**src/rtl/bcd_pkg.sv**
```systemverilog
// Shared definitions for the BCD accumulator slice: FSM encoding, digit
// constants and an operand-digit validity helper.
package bcd_pkg;

    typedef enum logic [1:0] {
        ST_IDLE = 2'd0,
        ST_ADD  = 2'd1,
        ST_DONE = 2'd2
    } state_t;

    localparam int BCD_W     = 4;
    localparam int BCD_MAX   = 9;
    localparam int BCD_RADIX = 10;

    function automatic logic bcd_valid(input logic [BCD_W-1:0] d);
        return int'(d) <= BCD_MAX;
    endfunction

endpackage

```
**src/rtl/bcd_digit_add.sv**
```systemverilog
// Combinational single-digit BCD adder with carry in/out.
module bcd_digit_add
    import bcd_pkg::*;
(
    input  logic [BCD_W-1:0] a,
    input  logic [BCD_W-1:0] b,
    input  logic             cin,
    output logic [BCD_W-1:0] s,
    output logic             cout
);

    localparam logic [BCD_W:0] MAX_V   = BCD_MAX[BCD_W:0];
    localparam logic [BCD_W:0] RADIX_V = BCD_RADIX[BCD_W:0];

    logic [BCD_W:0] t;
    logic [BCD_W:0] t_adj;

    // NOTE: every signal written in always_comb gets a default first, so no
    // path can leave it unassigned and infer a latch.
    always_comb begin
        t     = {1'b0, a} + {1'b0, b} + {{BCD_W{1'b0}}, cin};
        t_adj = t;
        cout  = 1'b0;
        if (t > MAX_V) begin
            t_adj = t - RADIX_V;
            cout  = 1'b1;
        end
        s = t_adj[BCD_W-1:0];
    end

endmodule

```
**src/rtl/bcd_accumulator.sv**
```systemverilog
// Digit-serial BCD accumulator: adds a two-digit BCD operand into a running
// ACC_DIGITS-digit total, one digit per cycle, with sticky overflow.
module bcd_accumulator
    import bcd_pkg::*;
#(
    parameter int ACC_DIGITS = 3
) (
    input  logic                        Clock,
    input  logic                        Reset,
    input  logic                        Start,
    input  logic                        Clear,
    input  logic [7:0]                  A,
    output logic                        Ready,
    output logic                        Done,
    output logic [BCD_W*ACC_DIGITS-1:0] Sum,
    output logic                        Overflow,
    output logic                        Error
);

    localparam int               W        = BCD_W * ACC_DIGITS;
    localparam int               IDX_W    = $clog2(ACC_DIGITS);
    localparam logic [IDX_W-1:0] LAST_IDX = IDX_W'(ACC_DIGITS - 1);

    state_t           state, state_nxt;
    logic [IDX_W-1:0] idx;
    logic             carry;
    logic [W-1:0]     op;
    logic [W-1:0]     work;
    logic [W-1:0]     work_upd;

    logic [BCD_W-1:0] dig_a, dig_b, dig_s;
    logic             dig_cout;

    logic operand_ok, accept, reject, adding, last_digit;

    assign operand_ok = bcd_valid(A[3:0]) && bcd_valid(A[7:4]);
    assign accept     = (state == ST_IDLE) && Start && !Clear && operand_ok;
    assign reject     = (state == ST_IDLE) && Start && !Clear && !operand_ok;
    assign adding     = (state == ST_ADD) && !Clear;
    assign last_digit = adding && (idx == LAST_IDX);

    // One shared digit adder, steered to the current digit by the counter.
    assign dig_a = work[int'(idx)*BCD_W +: BCD_W];
    assign dig_b = op[int'(idx)*BCD_W +: BCD_W];

    bcd_digit_add u_digit_add (
        .a    (dig_a),
        .b    (dig_b),
        .cin  (carry),
        .s    (dig_s),
        .cout (dig_cout)
    );

    always_comb begin
        work_upd = work;
        work_upd[int'(idx)*BCD_W +: BCD_W] = dig_s;
    end

    // NOTE: sequential state uses non-blocking assignments so every register
    // samples pre-edge values, independent of statement order.
    always_ff @(posedge Clock or posedge Reset) begin
        if (Reset) state <= ST_IDLE;
        else       state <= state_nxt;
    end

    always_comb begin
        state_nxt = state;
        case (state)
            ST_IDLE: if (accept)               state_nxt = ST_ADD;
            ST_ADD:  if (idx == LAST_IDX)      state_nxt = ST_DONE;
            ST_DONE:                           state_nxt = ST_IDLE;
            default:                           state_nxt = ST_IDLE;
        endcase
        if (Clear) state_nxt = ST_IDLE;
    end

    assign Ready = (state == ST_IDLE);

    always_ff @(posedge Clock or posedge Reset) begin
        if (Reset) begin
            idx      <= '0;
            carry    <= 1'b0;
            op       <= '0;
            work     <= '0;
            Sum      <= '0;
            Overflow <= 1'b0;
            Error    <= 1'b0;
            Done     <= 1'b0;
        end else begin
            Done <= 1'b0;
            if (Clear) begin
                Sum      <= '0;
                Overflow <= 1'b0;
                Error    <= 1'b0;
            end else begin
                if (reject) Error <= 1'b1;
                if (accept) begin
                    op    <= W'(A);
                    work  <= Sum;
                    idx   <= '0;
                    carry <= 1'b0;
                    Error <= 1'b0;
                end
                if (adding) begin
                    work  <= work_upd;
                    carry <= dig_cout;
                    idx   <= idx + IDX_W'(1);
                end
                // Commit on the edge that enters DONE so Sum never shows a partial total.
                if (last_digit) begin
                    Sum      <= work_upd;
                    Overflow <= Overflow | dig_cout;
                    Done     <= 1'b1;
                end
            end
        end
    end

endmodule

```
**config.mk**
```make
export PLATFORM = sky130hd
export DESIGN_NAME = bcd_accumulator
export DESIGN_NICKNAME = d
export VERILOG_FILES = /design/src/rtl/bcd_pkg.sv /design/src/rtl/bcd_digit_add.sv /design/src/rtl/bcd_accumulator.sv
export SDC_FILE = /design/constraint.sdc
export NUM_CORES = 1
export LEC_CHECK = 0
export BUFFER_PORTS_ARGS = -buffer_cell sky130_fd_sc_hd__buf_2
export CAP_MARGIN = 0
export CELL_PAD_IN_SITES_DETAIL_PLACEMENT = 0
export CELL_PAD_IN_SITES_GLOBAL_PLACEMENT = 1
export CORE_UTILIZATION = 42
export CTS_BUF_LIST = sky130_fd_sc_hd__clkbuf_8
export DETAILED_ROUTE_END_ITERATION = 8
export GPL_TIMING_DRIVEN = 1
export PLACE_DENSITY_LB_ADDON = 0.1
export SETUP_SLACK_MARGIN = 0.5
export SYNTH_ARGS = -nofsm -noshare
export SYNTH_HDL_FRONTEND = slang
export SYNTH_HIERARCHICAL = 1
export SYNTH_SLANG_ARGS = --single-unit
```
**constraint.sdc**
```tcl
create_clock -name Clock -period 3.9 [get_ports Clock]
set_clock_uncertainty 0.2 [all_clocks]
set_input_delay 0.78 -clock Clock [delete_from_list [all_inputs] [get_ports Clock]]
set_output_delay 0.78 -clock Clock [all_outputs]
set_load 0.02 [all_outputs]
```
==> metrics.yaml <==
drt:
  wire_per_inst_um: 17.46
  drt_drc_violations_left: 0
  drtIter0Drc: 115
  antenna_left: 0
  viasPerCell: 5.647
  drt-total-wl_um: 5640
  firstDrtPassIters: 4
  via_count: 1824
cts:
  clock_latency_ns: 0.29
  cts-root-buf: "clkbuf_8"
  cts_buffers: 5
  htreeDepth: 2
  clockBufferDepth: 2
  numClockSinks: 40
  clk_pin_slew_ns: 0.08
  cts_hold_buf: 0
  cts_tree: "built"
critical_path:
  crit_path_end_kind: "flip-flop"
  cp-start-kind: "flip-flop"
  cp.required_ns: 3.91
  rrSetupSlack_ns: 0.43
  crit_type: "reg -> reg"
  path_max_fanout: 5
  worstPathArrival_ns: 3.48
yosys:
  synth.distinct_cells: 44
  netlist_area_sq_um: 2248
  ys_ff_latch: 40
  synth_edf_count: 0
  synth_area_leaders: "dfrtp_1, ha_1, mux2i_1"
  ys.warnings.count: 6
  ys.flop_type: "dfrtp_1"
  synth-seq-area-share_pct: 44.52
  netlist_instances: 214
  yosysTopAreaCell: "dfrtp_1"
  synth_top_area_share_pct: 44.52
  syn_area_per_cell_sq_um: 10.51
  synthArstFlopShare_pct: 100.0
  postSynthNetCount: 237
floorplan:
  core_area_sq_um: 5140
  die_area_sq_um: 5650
  start_util_pct: 43.74
  die_h_um: 75.17
  fp.dieW_um: 75.17
  rows: 26
  io_pins: 28
final_layout:
  antenna_cells: 0
  nets: 275
  layout-drive-gt1-share_pct: 34.78
  area_delta_synth_final_pct: 22.98
global_route:
  grt-ovfl-total: 0
  grt_pass1_vias: 1808
  antenna_found_initial: 0
  track_usage_pct: 22.45
  grt_max_degree: 27
  grt_pass1_wl_um: 9190
sta:
  setup_viol: 0
  hold_violations: 0
  setup_slack_ns: 0.4328
  timing.final.crit_period_ns: 3.467
  relSlewSlack_pct: 37.33
  whs_ns: 0.3183
  fin_crit_sh_pct: 88.90
  rsz0062_at_grt: "true"
  fin_setup_tns_ns: 0
  worst_pin_slew_ns: 0.9391
  slew_violations: 0
  fmaxAchievable_mhz: 288.4
run:
  maxCapViolations: 0
power:
  powerDensity_nw_per_um2: 877.9
  p_leak_nw: 1.248
  ir_drop_uv: 311.1
place:
  dp_hpwl_um: 4072
  port_buffers: 27
  dp_slack_ns: 0.07932
  gp_congestion: 0.8362
min_path:
  worst_hold_path_type: "reg -> reg"
run_status:
  outcome: "finished clean"
[flip-flops by register name (all words and copies together), names as in the netlist]
name / cells
Overflow: 1
idx: 2
Sum: 12
carry: 1
work: 12
Error: 1
state: 2
op: 8
Done: 1
[cells in the final DEF (no fill, tap or decap), drive strengths merged]
cell / n
nand3b: 12
a21boi: 1
clkbuf: 7
a32oi: 3
mux2i: 9
a41oi: 4
o32ai: 1
fa: 2
nand2: 15
mux2: 8
ha: 9
a31o: 1
inv: 8
o21ai: 19
a21o: 1
nand2b: 1
a311oi: 1
a32o: 1
a41o: 1
o22ai: 9
xnor2: 2
dfrtp: 40
nor2: 10
nand4: 2
buf: 41
a2111oi: 1
and3: 2
nor3: 2
o31ai: 1
nor2b: 12
nand3: 4
bufinv: 1
o221a: 3
nor3b: 2
a21oi: 16
and4bb: 1
[stage by stage]
stage	cell area, sq um	util, %	instances	total power, mW
floorplan	2270	-	214	1.309
global placement	2467	48.00	306	1.514
detailed placement	2467	48.00	306	1.550
CTS	2744	53.38	321	2.355
global route	2765	53.80	323	2.575
finish	2765	53.80	323	2.428
[Yosys cell counts (2+ instances only)]
cell and n:
mux2_4 5, o22ai_1 9, a21oi_1 16, xnor2_1 2
mux2i_1 9, o221a_2 3, nor2_1 9, o21ai_1 2
nand3_1 4, a32oi_1 3, ha_1 9, nand3b_1 12
o21ai_0 17, fa_1 2, mux2_2 3, nor2b_1 12
a41oi_1 4, buf_2 2, inv_1 8, and3_1 2
nor3_1 2, dfrtp_1 40, nand2_1 14, clkbuf_1 5
[kinds of logic (layout without fill, tap and decap cells)]
group	after synthesis	in the layout	share of synthesized area, %
and+or+nand+nor	63	63	16.69
muxes	17	17	8.848
AOI/OAI and AO/OA	63	63	18.70
adders and majority gates	11	11	6.789
buffers and inverters	18	57	3.673
DFF	40	40	44.52
xor gates and xnor gates	2	2	0.7792
[where the power goes]
| group | switching [mW] | total, mW | internal (mW) |
|---|---|---|---|
| sequential | 0.0700 | 0.561 | 0.491 |
| combinational | 0.766 | 1.50 | 0.732 |
| clock | 0.144 | 0.370 | 0.226 |
| total | 0.980 | 2.43 | 1.45 |
[path summary, 6_finish.rpt]
path,endpoint,start,cells after the start
max,work[10],idx[0],12
min,op[7],op[7],1
max reg2reg,work[10],idx[0],12
min reg2reg,op[7],op[7],1
max in group asynchronous,idx[0],Reset,3
min in group asynchronous,Error,Reset,2
[worst max-delay path: stages, from the launching register on]
cell,delay (ns)
dfrtp_2,0.45
buf_6,0.13
mux2i_1,0.14
nor2_1,0.08
fa_2,0.39
fa_2,0.41
xnor2_4,0.18
ha_4,0.19
a31o_4,0.22
o31ai_4,0.32
mux2i_4,0.35
a32oi_2,0.16
a21oi_1,0.18
[routing by layer]
layer / track usage (%) / vias up / part of all wire (%)
li1: - / 865 / -
met1: 31.25 / 902 / 45
met2: 35.54 / 52 / 49
met3: 4.552 / 5 / 5.0
met4: 6.584 / 0 / 1.0
met5: 0 / - / 0
[cell type report]
type | count | area, sq um
Fill cell | 478 | 2375
Multi-Input combinational cell | 156 | 1272
Sequential cell | 40 | 1002
Timing Repair Buffer | 41 | 244.0
Clock buffer | 7 | 96.34
Tap cell | 70 | 87.58
Inverter | 8 | 32.53
Clock inverter | 1 | 30.03
[repair_timing]
action                     in CTS  in global routing
setup endpoints to repair      18                 18
setup buffers                   7                  2
gates resized for setup        22                  3
pin swaps                       7                  5
No activity file was read; power rests on OpenSTA's default activity.
